[config.mk]
export PLATFORM = sky130hd
export DESIGN_NAME = data_memory_ctrl_flat
export DESIGN_NICKNAME = d
export VERILOG_FILES = /design/src/rtl/data_memory_ctrl_if.sv /design/src/rtl/data_memory_ctrl.sv /design/src/flat_wrapper.sv
export SDC_FILE = /design/constraint.sdc
export NUM_CORES = 2
export LEC_CHECK = 0
export CORE_UTILIZATION = 65
export CTS_CLUSTER_SIZE = 20
export DETAILED_ROUTE_END_ITERATION = 8
export HOLD_SLACK_MARGIN = 0.1
export PLACE_DENSITY_LB_ADDON = 0.25
export REMOVE_ABC_BUFFERS = 1
export SYNTH_ARGS = -nofsm -noshare
export SYNTH_HDL_FRONTEND = slang
export SYNTH_SLANG_ARGS = --single-unit
[constraint.sdc]
create_clock -name clk -period 11 [get_ports clk]
set_input_delay 2.75 -clock clk [delete_from_list [all_inputs] [get_ports clk]]
set_output_delay 2.75 -clock clk [all_outputs]
set_load 0.02 [all_outputs]
[src/rtl/data_memory_ctrl_if.sv]
// Request/acknowledge bus between a data-side requester and data_memory_ctrl.
// Carries the access fields, the one-cycle ack_o pulse with its result, and busy_o.
interface data_memory_ctrl_if #(
  parameter int DATA_WIDTH = 32
);
  // Handshake: the controller samples req_i and the access fields only while
  // idle (busy_o = 0). Once sampled, the access completes with exactly one
  // ack_o pulse, and rdata_o/err_o are valid in that cycle. A req_i still high
  // after ack_o starts a new, identical access.
  logic                  req_i;
  logic                  we_i;
  logic [1:0]            size_i;
  logic                  unsigned_i;
  logic [DATA_WIDTH-1:0] addr_i;
  logic [DATA_WIDTH-1:0] wdata_i;
  logic [DATA_WIDTH-1:0] rdata_o;
  logic                  ack_o;
  logic                  err_o;
  logic                  busy_o;

  modport master (
    output req_i, we_i, size_i, unsigned_i, addr_i, wdata_i,
    input  rdata_o, ack_o, err_o, busy_o
  );

  modport slave (
    input  req_i, we_i, size_i, unsigned_i, addr_i, wdata_i,
    output rdata_o, ack_o, err_o, busy_o
  );
endinterface

[src/rtl/data_memory_ctrl.sv]
// Data-RAM controller with wait states, little-endian byte/half/word lanes and error flags.
// Optional misalignment checking is enabled by defining DATA_MEMORY_ALIGN_CHECK_EN.
module data_memory_ctrl #(
  parameter int          DATA_WIDTH   = 32,
  parameter int          MEMORY_DEPTH = 64,
  parameter logic [31:0] DATA_BASE    = 32'h1001_0000,
  parameter int          WAIT_STATES  = 1
) (
  input  logic              clk,
  input  logic              reset,
  data_memory_ctrl_if.slave bus,
  output logic [1:0]        dbg_state
);
  localparam int          IDXW     = (MEMORY_DEPTH > 1) ? $clog2(MEMORY_DEPTH) : 1;
  localparam logic [32:0] ADDR_END = 33'(DATA_BASE) + 33'(4 * MEMORY_DEPTH);

  typedef enum logic [1:0] {
    IDLE = 2'd0,
    WAIT = 2'd1,
    RESP = 2'd2
  } state_t;

  state_t                state;
  logic [3:0]            cnt;
  logic [DATA_WIDTH-1:0] addr_q;
  logic [DATA_WIDTH-1:0] wdata_q;
  logic                  we_q;
  logic [1:0]            size_q;
  logic                  uns_q;

  logic [DATA_WIDTH-1:0] mem [MEMORY_DEPTH];

  logic [DATA_WIDTH-1:0] acc_addr;
  logic [DATA_WIDTH-1:0] acc_wdata;
  logic                  acc_we;
  logic [1:0]            acc_size;
  logic                  acc_uns;
  logic                  acc_err;
  logic                  in_range;
  logic                  misaligned;
  logic                  commit;
  logic                  ram_we;
  logic [IDXW-1:0]       idx;
  logic [3:0]            be;
  logic [DATA_WIDTH-1:0] wlane;
  logic [DATA_WIDTH-1:0] rword;
  logic [7:0]            rbyte;
  logic [15:0]           rhalf;
  logic [DATA_WIDTH-1:0] load_val;

  assign dbg_state = state;

  // With zero wait states the access commits straight out of IDLE, so the
  // fields come from the bus instead of the latches in that case.
  always_comb begin
    acc_addr  = addr_q;
    acc_wdata = wdata_q;
    acc_we    = we_q;
    acc_size  = size_q;
    acc_uns   = uns_q;
    if (state == IDLE) begin
      acc_addr  = bus.addr_i;
      acc_wdata = bus.wdata_i;
      acc_we    = bus.we_i;
      acc_size  = bus.size_i;
      acc_uns   = bus.unsigned_i;
    end
  end

  assign commit = ((state == IDLE) && bus.req_i && (WAIT_STATES == 0)) ||
                  ((state == WAIT) && (cnt == 4'd1));

  always_comb begin
    in_range   = ({1'b0, acc_addr} >= 33'(DATA_BASE)) && ({1'b0, acc_addr} < ADDR_END);
    misaligned = 1'b0;
`ifdef DATA_MEMORY_ALIGN_CHECK_EN
    misaligned = ((acc_size == 2'b01) && acc_addr[0]) ||
                 ((acc_size == 2'b10) && (acc_addr[1:0] != 2'b00));
`endif
    acc_err = !in_range || (acc_size == 2'b11) || misaligned;
    idx     = IDXW'((acc_addr - DATA_BASE) >> 2);
  end

  // Byte enables and replicated store data; misaligned halfword/word
  // addresses simply drop their low bits here.
  always_comb begin
    be    = 4'b0000;
    wlane = acc_wdata;
    case (acc_size)
      2'b00: begin
        be    = 4'b0001 << acc_addr[1:0];
        wlane = {4{acc_wdata[7:0]}};
      end
      2'b01: begin
        be    = acc_addr[1] ? 4'b1100 : 4'b0011;
        wlane = {2{acc_wdata[15:0]}};
      end
      2'b10: be = 4'b1111;
      default: be = 4'b0000;
    endcase
  end

  always_comb begin
    rword    = mem[idx];
    rbyte    = rword[{acc_addr[1:0], 3'b000} +: 8];
    rhalf    = acc_addr[1] ? rword[31:16] : rword[15:0];
    load_val = rword;
    case (acc_size)
      2'b00:   load_val = {{24{!acc_uns && rbyte[7]}}, rbyte};
      2'b01:   load_val = {{16{!acc_uns && rhalf[15]}}, rhalf};
      default: load_val = rword;
    endcase
  end

  assign ram_we = commit && acc_we && !acc_err;

  always_ff @(posedge clk) begin
    if (ram_we) begin
      for (int b = 0; b < 4; b++) begin
        if (be[b]) mem[idx][8*b +: 8] <= wlane[8*b +: 8];
      end
    end
  end

  always_ff @(posedge clk or negedge reset) begin
    if (!reset) begin
      state       <= IDLE;
      cnt         <= 4'd0;
      addr_q      <= '0;
      wdata_q     <= '0;
      we_q        <= 1'b0;
      size_q      <= 2'b00;
      uns_q       <= 1'b0;
      bus.rdata_o <= '0;
      bus.ack_o   <= 1'b0;
      bus.err_o   <= 1'b0;
      bus.busy_o  <= 1'b0;
    end else begin
      bus.ack_o <= 1'b0;
      if (commit) begin
        bus.ack_o <= 1'b1;
        bus.err_o <= acc_err;
        if (acc_err)     bus.rdata_o <= '0;
        else if (!acc_we) bus.rdata_o <= load_val;
      end
      case (state)
        IDLE: begin
          if (bus.req_i) begin
            addr_q     <= bus.addr_i;
            wdata_q    <= bus.wdata_i;
            we_q       <= bus.we_i;
            size_q     <= bus.size_i;
            uns_q      <= bus.unsigned_i;
            cnt        <= 4'(WAIT_STATES);
            bus.busy_o <= 1'b1;
            state      <= (WAIT_STATES == 0) ? RESP : WAIT;
          end
        end
        WAIT: begin
          cnt <= cnt - 4'd1;
          if (cnt == 4'd1) state <= RESP;
        end
        RESP: begin
          bus.busy_o <= 1'b0;
          state      <= IDLE;
        end
        default: state <= IDLE;
      endcase
    end
  end
endmodule
[src/flat_wrapper.sv]
// flat-port wrapper written by rule: the top's interface ports become plain ports
module data_memory_ctrl_flat 
#(
  parameter int          DATA_WIDTH   = 32,
  parameter int          MEMORY_DEPTH = 64,
  parameter logic [31:0] DATA_BASE    = 32'h1001_0000,
  parameter int          WAIT_STATES  = 1
)
  (clk, reset, dbg_state, bus_req_i, bus_we_i, bus_size_i, bus_unsigned_i, bus_addr_i, bus_wdata_i, bus_rdata_o, bus_ack_o, bus_err_o, bus_busy_o);
  data_memory_ctrl_if #(.DATA_WIDTH(DATA_WIDTH)) bus_i ();
  input  logic clk;
  input  logic reset;
  output logic [1:0] dbg_state;
  input wire logic [$bits(bus_i.req_i)-1:0] bus_req_i;
  input wire logic [$bits(bus_i.we_i)-1:0] bus_we_i;
  input wire logic [$bits(bus_i.size_i)-1:0] bus_size_i;
  input wire logic [$bits(bus_i.unsigned_i)-1:0] bus_unsigned_i;
  input wire logic [$bits(bus_i.addr_i)-1:0] bus_addr_i;
  input wire logic [$bits(bus_i.wdata_i)-1:0] bus_wdata_i;
  output wire logic [$bits(bus_i.rdata_o)-1:0] bus_rdata_o;
  output wire logic [$bits(bus_i.ack_o)-1:0] bus_ack_o;
  output wire logic [$bits(bus_i.err_o)-1:0] bus_err_o;
  output wire logic [$bits(bus_i.busy_o)-1:0] bus_busy_o;
  assign bus_i.req_i = bus_req_i;
  assign bus_i.we_i = bus_we_i;
  assign bus_i.size_i = bus_size_i;
  assign bus_i.unsigned_i = bus_unsigned_i;
  assign bus_i.addr_i = bus_addr_i;
  assign bus_i.wdata_i = bus_wdata_i;
  assign bus_rdata_o = bus_i.rdata_o;
  assign bus_ack_o = bus_i.ack_o;
  assign bus_err_o = bus_i.err_o;
  assign bus_busy_o = bus_i.busy_o;
  data_memory_ctrl #(.DATA_WIDTH(DATA_WIDTH), .MEMORY_DEPTH(MEMORY_DEPTH), .DATA_BASE(DATA_BASE), .WAIT_STATES(WAIT_STATES)) u_core (.clk(clk), .reset(reset), .bus(bus_i), .dbg_state(dbg_state));
endmodule
==> metrics <==
Clock Path Buffers 3; Final Slew Violations 2; Clock Latency Late Sink 0.88 ns; P_leak 31.5 nW; flop-to-flop setup slack 4.03 ns; Slew @ Worst Pin 1.53 ns; Post-Synthesis Cells 5874; initial DRC count 12200; residual DRC count 0; routed wire length 280 mm; Vias 59100; status finished, violations left; CTS buffer count 203; global-route wire length before repair 393 mm; hold_buf cts 0; Avg Vias per Cell 7.40; vias in the first global route 55700; Setup crit end kind flip-flop; final net count 6153; number of top-level pins 108; clock root cell clkbuf_16; crit-path max FO 23; gp weighted congestion 1.01; crit path from bus_addr_i[3]; layout cell share with drive strength beyond 1 11.9%; Post-synth EDFFs 2048; Synth top area share 72.8%; CP arrival 9.19 ns; number of post-CTS setup repair buffers 0; CP Cell Sequence clkdlybuf4s50_1 -> or3b_1 -> nand2_2 -> buf_4 -> a211oi_1 -> a2111oi_0 -> o22ai_1 -> nor4_1 -> and3_1 -> o21ai_1 -> a311o_1 -> o211ai_1; largest net degree at the start of global routing 115; clk slew on worst S/H paths 0.06 ns; clock skew 0.0404 ns; DRT Pass-1 Iters 8; maximum vdd drop 0.446 mV; grt total ovfl 0; commonest non-fill, non-tap cell in the layout edfxtp_1; DIE HEIGHT 362 um; Initial Utilization 65.9%; FF-to-FF Start u_core.dbg_state[1]; Die ar. 131000 um2; Detail Route Antenna Nets 0; largest area contributor in the netlist edfxtp_1; Synth cell types 89; CTS tree done; placed instance area 89000 um2; commonest non-fill, non-tap cells in the layout edfxtp_1 (2048), nand2_1 (945), o22ai_1 (455); post-DP HPWL 167 mm; area added between synthesis and finish 13.2%; routed length per instance 35.1 um; YS warnings 0; worst setup path end u_core.bus.rdata_o[30]; Syn Area/Cell 14.4 um2; worst reg2reg endpoint u_core.bus.rdata_o[30]; gr usage total 42.4%; Setup-failing EPs final 0; most area-consuming cells after synthesis edfxtp_1 (73%), nand2_1 (4.2%), o22ai_1 (3.4%), dfrtp_1 (3.2%), nor3_1 (1.5%); Hold WC Path Type flip-flop to flip-flop; Rel. slew slack -4.32%; fmax 119 MHz; # rows 131; Register Area 64200 um2; Crit Path Class primary input to flip-flop; #FFs+latches synth 2157; final hold vios 0; area occupied by multi-input gates 18900 um2; Seq/Total Area, Yosys 76.1%; CP max stage delay 1.29 ns; main flop type after synthesis edfxtp_1; worst path bufs/invs 2; mapped cell area 84400 um2; Power Dens Cells 318 nW/um2; Worst EP required 11.76 ns; fin util 74.6%; Setup crit start kind primary input; CP Depth 12; minimum clock period 8.43 ns; Fillers 7460; antenna violations before repair 23; IO buf count 107; Num Clock Sinks 2157; Die Width 362 um; CORE AREA 128000 um2; RSZ-0062 raised after global routing false; fin crit share 76.7%; post-CTS resize count 0; failing checks capacitance limit, slew limit; MaxCap Viol Count 1; ys async rst share 5.05%; final instance area 95600 um2; H-tree levels 4; Largest delay share family, worst path compound AO/OA/AOI/OAI gates; R2R cell count 14; CP max-delay cell a2111oi_0
## cells in the mapped netlist (7+ instances only)
master,number
a2111oi_0,9
a211oi_1,79
a21oi_1,226
a221oi_1,7
a22o_1,8
a22oi_1,36
a31oi_1,92
a32o_1,22
a32oi_1,71
and2_1,10
and3_1,94
buf_1,34
buf_2,161
buf_4,34
buf_6,12
clkbuf_1,180
dfrtp_1,109
edfxtp_1,2048
inv_1,22
mux2_2,9
mux2i_1,118
nand2_1,951
nand3_1,167
nand4_1,33
nor2_1,245
nor2b_1,7
nor3_1,256
nor4_1,61
o211ai_1,25
o21a_1,7
o21ai_0,60
o21ai_1,12
o221ai_1,52
o22a_1,10
o22ai_1,455
o31ai_1,23
or3_1,8
or4_1,13
## power by group
part | internal [mW] | switching (mW) | leakage [nW]
combinational | 2.52 | 9.33 | 8.51
sequential | 11.4 | 0.108 | 19.8
clock | 3.87 | 3.11 | 3.19
## per-stage QoR
step / hold WS, ns / setup slack [ns] / std cells / setup TNS (ns) / power [mW]
floorplan: 0.438 / -5.86 / 5453 / -1321.81 / 17.8
global placement: 0.455 / 2.22 / 7603 / 0 / 22.5
detailed placement: 0.462 / 2.05 / 7603 / 0 / 22.8
CTS: 0.477 / 2.93 / 7975 / 0 / 29.7
global route: 0.501 / 2.82 / 7979 / 0 / 30.7
finish: 0.476 / 2.57 / 7987 / 0 / 30.4
## cell families (layout without fill, tap and decap cells)
family | count (synthesis) | in the layout | synth area share [%]
DFF | 2157 | 2157 | 76.1
and+or+nand+nor | 1894 | 1894 | 10.0
adders and majority gates | 2 | 2 | 0.0296
buffers and inverters | 443 | 816 | 2.47
AOI/OAI and AO/OA | 1248 | 1248 | 9.86
other | 0 | 11 | 0
muxes | 130 | 130 | 1.57
## registers in the layout, indices dropped and copies added (netlist names), 2 cells and up
name,count
u_core.mem,2048
u_core.addr_q,32
u_core.bus.rdata_o,32
u_core.wdata_q,32
u_core.cnt,4
u_core.dbg_state,2
u_core.size_q,2
## worst reg2reg max path: stages, from the launching register on
cell and delay (ns):
dfrtp_1 0.35, buf_4 0.26, nor2_4 0.13, buf_4 0.48, buf_4 0.68, mux2i_4 0.88
buf_4 0.43, a211oi_1 0.08, a2111oi_0 1.25, o22ai_1 0.22, nor4_1 0.81, and3_1 0.33
o21ai_1 0.12, a311o_1 0.62, o211ai_1 0.23
## final cells by class
type,instances,area share [%]
Sequential cell,2157,67.2
Multi-Input combinational cell,3274,19.8
Clock buffer,256,5.62
Timing Repair Buffer,422,3.80
Tap cell,1729,2.26
Clock inverter,116,1.27
Inverter,22,0.0864
Antenna cell,11,0.0288
## per-layer routing
metal	part of all wire [%]	global-route usage [%]
met5	0.12	1.04
met4	6.6	23.9
met3	18	15.8
met2	43	60.9
met1	33	56.1
## worst min-delay path by stage
| stage | slack [ns] | startpoint | depth (start not counted) | to |
|---|---|---|---|---|
| floorplan | 0.44 | u_core.addr_q[16] | 2 | u_core.addr_q[16] |
| global placement | 0.45 | u_core.addr_q[28] | 2 | u_core.addr_q[28] |
| detailed placement | 0.46 | u_core.wdata_q[31] | 2 | u_core.wdata_q[31] |
| CTS | 0.48 | u_core.wdata_q[12] | 2 | u_core.wdata_q[12] |
| global route | 0.50 | u_core.wdata_q[31] | 2 | u_core.wdata_q[31] |
| finish | 0.48 | u_core.wdata_q[12] | 2 | u_core.wdata_q[12] |
Power figures use the tool's default switching activity.
